$ cat config.mk
export PLATFORM = sky130hd
export DESIGN_NAME = gray_conv_arbiter
export DESIGN_NICKNAME = d
export VERILOG_FILES = /design/src/rtl/gray_conv_arbiter.sv
export SDC_FILE = /design/constraint.sdc
export NUM_CORES = 1
export LEC_CHECK = 0
export ABC_AREA = 0
export ABC_CLOCK_PERIOD_IN_PS = 2500
export BUFFER_PORTS_ARGS = -buffer_cell sky130_fd_sc_hd__buf_2
export CAP_MARGIN = 40
export CORE_UTILIZATION = 47
export DETAILED_ROUTE_END_ITERATION = 10
export PLACE_DENSITY = 0.81
export SLEW_MARGIN = 5
export SYNTH_ARGS = -nofsm -noshare
export SYNTH_HDL_FRONTEND = slang
export SYNTH_SLANG_ARGS = --single-unit
$ cat constraint.sdc
create_clock -name clk -period 2.5 [get_ports clk]
set_input_delay 0.125 -clock clk [delete_from_list [all_inputs] [get_ports clk]]
set_output_delay 0.125 -clock clk [all_outputs]
set_load 0.02 [all_outputs]
$ cat src/rtl/gray_conv_arbiter.sv
// Round-robin shared binary<->Gray converter with a valid/ready response port.
// Define GRAY_CONV_ARB_STATS_EN to add per-requester saturating grant counters (stat_grants).
module gray_conv_arbiter #(
  parameter int N_REQ = 4,
  parameter int WIDTH = 4,
  parameter int ID_W  = 2
) (
  input  logic                     clk,
  input  logic                     rst,
  input  logic [N_REQ-1:0]         req_valid,
  input  logic [N_REQ-1:0]         req_mode,
  input  logic [N_REQ*WIDTH-1:0]   req_data,
  output logic [N_REQ-1:0]         req_ready,
  output logic                     rsp_valid,
  input  logic                     rsp_ready,
  output logic [WIDTH-1:0]         rsp_data,
  output logic [ID_W-1:0]          rsp_id,
  output logic                     rsp_mode
`ifdef GRAY_CONV_ARB_STATS_EN
  ,
  output logic [N_REQ*16-1:0]      stat_grants
`endif
);

  localparam int CW = $clog2(WIDTH);

  typedef enum logic [1:0] {IDLE = 2'd0, CONV = 2'd1, RESP = 2'd2} state_t;

  state_t              state_r;
  logic [ID_W-1:0]     rr_ptr_r;
  logic [CW-1:0]       bit_r;
  logic [WIDTH-1:0]    op_r;
  logic                rsp_valid_r;
  logic [WIDTH-1:0]    rsp_data_r;
  logic [ID_W-1:0]     rsp_id_r;
  logic                rsp_mode_r;

  logic                gnt_found_s;
  logic [ID_W-1:0]     gnt_idx_s;
  logic [N_REQ-1:0]    vsh_s;
  logic [N_REQ*WIDTH-1:0] dsh_s;
  logic [N_REQ-1:0]    msh_s;
  logic [WIDTH-1:0]    gnt_op_s;
  logic                gnt_mode_s;

  // Round-robin search: first valid requester at or above rr_ptr, wrapping.
  always_comb begin
    int idx;
    idx         = 0;
    gnt_found_s = 1'b0;
    gnt_idx_s   = '0;
    vsh_s       = '0;
    for (int i = 0; i < N_REQ; i++) begin
      idx = int'(rr_ptr_r) + i;
      if (idx >= N_REQ) begin
        idx = idx - N_REQ;
      end else begin
        idx = idx;
      end
      vsh_s = req_valid >> idx;
      if (!gnt_found_s && vsh_s[0]) begin
        gnt_found_s = 1'b1;
        gnt_idx_s   = ID_W'(idx);
      end else begin
        gnt_found_s = gnt_found_s;
      end
    end
  end

  // Select the granted requester's operand and direction.
  always_comb begin
    dsh_s      = req_data >> (int'(gnt_idx_s) * WIDTH);
    msh_s      = req_mode >> gnt_idx_s;
    gnt_op_s   = dsh_s[WIDTH-1:0];
    gnt_mode_s = msh_s[0];
    if (state_r == IDLE && !rst && gnt_found_s) begin
      req_ready = N_REQ'(1) << gnt_idx_s;
    end else begin
      req_ready = '0;
    end
  end

  // Control FSM; the response register doubles as the bit-serial accumulator.
  always_ff @(posedge clk) begin
    if (rst) begin
      state_r     <= IDLE;
      rr_ptr_r    <= '0;
      bit_r       <= '0;
      op_r        <= '0;
      rsp_valid_r <= 1'b0;
      rsp_data_r  <= '0;
      rsp_id_r    <= '0;
      rsp_mode_r  <= 1'b0;
    end else begin
      case (state_r)
        IDLE: begin
          if (gnt_found_s) begin
            op_r       <= gnt_op_s;
            rsp_mode_r <= gnt_mode_s;
            rsp_id_r   <= gnt_idx_s;
            rsp_data_r <= {gnt_op_s[WIDTH-1], {(WIDTH-1){1'b0}}};
            bit_r      <= CW'(WIDTH - 2);
            state_r    <= CONV;
          end else begin
            state_r <= IDLE;
          end
        end
        CONV: begin
          if (!rsp_mode_r) begin
            rsp_data_r  <= op_r ^ (op_r >> 1);
            rsp_valid_r <= 1'b1;
            state_r     <= RESP;
          end else begin
            // Resolve one lower bit per cycle from the bit above it.
            rsp_data_r[bit_r] <= rsp_data_r[bit_r + CW'(1)] ^ op_r[bit_r];
            if (bit_r == CW'(0)) begin
              rsp_valid_r <= 1'b1;
              state_r     <= RESP;
            end else begin
              bit_r <= bit_r - CW'(1);
            end
          end
        end
        RESP: begin
          if (rsp_ready) begin
            rsp_valid_r <= 1'b0;
            state_r     <= IDLE;
            if (int'(rsp_id_r) == N_REQ - 1) begin
              rr_ptr_r <= '0;
            end else begin
              rr_ptr_r <= rsp_id_r + ID_W'(1);
            end
          end else begin
            state_r <= RESP;
          end
        end
        default: begin
          state_r     <= IDLE;
          rsp_valid_r <= 1'b0;
        end
      endcase
    end
  end

  assign rsp_valid = rsp_valid_r;
  assign rsp_data  = rsp_data_r;
  assign rsp_id    = rsp_id_r;
  assign rsp_mode  = rsp_mode_r;

`ifdef GRAY_CONV_ARB_STATS_EN
  logic [15:0] cnt_r [N_REQ];

  // Saturating per-requester grant counters.
  always_ff @(posedge clk) begin
    for (int i = 0; i < N_REQ; i++) begin
      if (rst) begin
        cnt_r[i] <= 16'd0;
      end else if (state_r == IDLE && gnt_found_s && gnt_idx_s == ID_W'(i) && cnt_r[i] != 16'hFFFF) begin
        cnt_r[i] <= cnt_r[i] + 16'd1;
      end else begin
        cnt_r[i] <= cnt_r[i];
      end
    end
  end

  for (genvar g = 0; g < N_REQ; g++) begin : g_stat
    assign stat_grants[g*16 +: 16] = cnt_r[g];
  end
`endif

endmodule

==> impl_results.md <==
* Hold WC Path Type: input port to flop
* Cell area after synthesis at 1400 sq um
* Worst R2R Path Depth at 8
* Top_reg_cell synth: dfxtp_1
* RSZ-0062 raised after global routing: true
* CP required at 2.38 ns
* Clock Skew at 0.00608 ns
* Routability cong. at 0.853
* MaxCap Viol Count at 0
* Die Ht at 56.5 um
* Residual DRC at 0
* CTS Buf Count at 3
* Commonest non-fill, non-tap cell in the layout: buf_2
* Fmax at 0.396 GHz
* Routed vias at 1420
* Design Area, Final at 1850 sq um
* Worst Path Max Fanout at 4
* I/O Buffers at 38
* Post-layout utilization of the core at 66.4%
* Crit path DAT at 2.40 ns
* Ant diodes at 0
* Last element of the critical path: req_ready[1]
* Filler cells at 216
* Post-synth EDFFs at 0
* Status: finished with violations
* Number of synthesis warnings at 0
* Initial DRC Count at 46
* P_leak at 0.799 nW
* Worst VDD drop at 0.370 mV
* Placed Area at 1680 sq um
* Cell row count at 19
* # IOs at 39
* Final Hold Fails at 0
* FF-to-FF setup slack at 0.08 ns
* Hold_buf cts at 0
* Tcrit/Tclk final at 101%
* Global-route wire length before repair at 6.39 mm
* Die width at 56.5 um
* Pin count of the biggest net entering global routing at 21
* Initial antenna violation count at 0
* Clk buf depth at 2
* CTS Root Cell: clkbuf_4
* H-tree level count at 1
* Seq cells post-synth at 18
* Setup TNS at -0.0587 ns
* Pre-CTS setup slack at -0.0510 ns
* P&R area growth vs syn at 32.2%
* Final WL at 3.73 mm
* Multi-input logic area at 1070 sq um
* Starting Density at 50.2%
* Register area at 363 sq um
* Worst reg2reg endpoint: rsp_data[3]$_SDFFE_PP0P_
* Worst-skew pair later-pin latency at 0.29 ns
* Clk slew on worst S/H paths at 0.10 ns
* Vias in the first global route at 1373
* Crit-path cells: inv_2 > ha_4 > mux4_2 > nor2_4 > a311o_1 > nor2_2 > and3b_1 > buf_6
* ANT nets after route at 0
* Vias per cell at 5.92
* Total design power at 1.00 mW
* Final setup margin at -0.0249 ns
* Number of distinct library cells after synthesis at 45
* DRT Pass-1 Iters at 4
* CP Launch Point: rr_ptr_r[1]$_SDFFE_PP0P_
* Cell count after synthesis at 159
* Commonest cells after routing, fill and taps aside: 34 x buf_2, 17 x buf_4, 16 x dfxtp_1, 14 x nor2_1, 12 x mux2i_1
* # setup viols final at 4
* Startpoint types: flop
* Slew Viols, Final at 0
* Sequential-to-total area share from yosys stat at 25.8%
* Fin nets at 246
* Rel. slew slack at 76.6%
* Dpl hpwl at 2.64 mm
* Max incr delay on CP at 0.59 ns
* PwrDens at 543 nW/um^2
* Worst hold stages at 3
* TritonCTS Sinks at 18
* Share of cells above drive strength 1 at 39.2%
* Tmin final at 2.52 ns
* Synth Area per Inst at 8.79 sq um
* Crit-path slowest cell: mux4_2
* CP endpoint kind: output port
* RR Startpoint: rr_ptr_r[1]$_SDFFE_PP0P_
* Slew at the pin with the worst max-slew slack at 0.347 ns
* Net count after synthesis at 194
* Total GRT Usage at 25.3%
* Failing checks: negative setup slack
* Mean routed wirelength per cell at 15.5 um
* Die footprint at 3200 sq um
* CTS tree: built
* Core Region at 2780 sq um
* WS Path Type: flop to output port
* Grt ovf at 0
* FFs w/ async S/R, synth at 0%
synthesized netlist by cell type (5+ instances only):
| library cell | instances | area share, % |
|---|---|---|
| inv_1 | 7 | 1.9 |
| nand3b_1 | 7 | 3.8 |
| dfxtp_1 | 18 | 26 |
| nand2b_1 | 5 | 2.2 |
| a21oi_1 | 10 | 3.6 |
| nor2_1 | 16 | 4.3 |
| nand2_1 | 11 | 3.0 |
| a211oi_1 | 5 | 2.7 |
| o221ai_1 | 5 | 3.1 |
| mux2i_1 | 12 | 8.6 |
| ha_1 | 8 | 7.2 |
| a31oi_1 | 6 | 2.7 |
| mux4_2 | 5 | 8.1 |
metal layers:
metal / up-vias / global-route usage (%) / routed length [um]
met5: - / 0 / 0
met4: 0 / 9.06 / 89
met3: 12 / 3.92 / 226
met2: 66 / 43.2 / 1830
met1: 648 / 32.1 / 1580
li1: 694 / - / -
where the power goes:
| group | switching (mW) | internal, mW |
|---|---|---|
| Clock | 0.0884 | 0.0561 |
| Combinational | 0.249 | 0.228 |
| Sequential | 0.0519 | 0.329 |
| Total | 0.389 | 0.613 |
timing repair:
action,CTS,global route
pin swaps,4,6
setup buffers,4,2
endpoints found under the setup margin,9,12
gates cloned,0,0
resized for setup,12,11
layout make-up:
cell class,instances,share of cell area [%]
Clock buffer,3,1.22
Inverter,8,1.62
Multi-Input combinational cell,127,58.1
Sequential cell,18,19.6
Tap cell,31,2.10
Timing Repair Buffer,53,17.3
registers in the layout (all words and copies together), names as in the netlist:
register	count
rsp_id	2
state_r	2
rsp_valid	1
rr_ptr_r	2
rsp_mode	1
op_r	4
bit_r	2
rsp_data	4
how the worst min path moves through the flow:
| stage | start | to | slack (ns) |
|---|---|---|---|
| 5_1_grt | req_data[4] | op_r[0]$_SDFFE_PP0P_ | 0.13 |
| 3_3_place_gp | req_data[4] | op_r[0]$_SDFFE_PP0P_ | 0.42 |
| 6_report | req_data[4] | op_r[0]$_SDFFE_PP0P_ | 0.12 |
| 2_1_floorplan | rsp_ready | state_r[1]$_SDFFE_PP0P_ | 0.31 |
| 3_5_place_dp | req_data[4] | op_r[0]$_SDFFE_PP0P_ | 0.42 |
| 4_1_cts | rsp_ready | state_r[1]$_SDFFE_PP0P_ | 0.12 |
cells by family (layout without fill, tap and decap cells):
group                    after synthesis  after routing  synth area share (%)
AO/OA/AOI/OAI                         41             41                  20.4
XOR/XNOR                               4              4                  2.51
adder cells (fa/ha/maj)                8              8                  7.16
buffers and inverters                 14             64                  4.75
flip-flops                            18             18                  25.8
multiplexers                          19             19                  18.5
AND/OR/NAND/NOR                       55             55                  20.9
critical path, delay by kind of cell, from the launching register on:
kind	cells	cell delay (ns)
multiplexers	1	0.59
AND/OR/NAND/NOR	3	0.44
flip-flops	1	0.35
adder cells (fa/ha/maj)	1	0.27
AO/OA/AOI/OAI	1	0.27
buffers and inverters	2	0.19
per-stage QoR:
stage / hold slack, ns / instances
6_report: 0.118 / 240
5_1_grt: 0.126 / 240
4_1_cts: 0.117 / 238
3_5_place_dp: 0.422 / 231
3_3_place_gp: 0.421 / 231
2_1_floorplan: 0.311 / 159
Note: power is estimated with default switching activity, not from simulation.
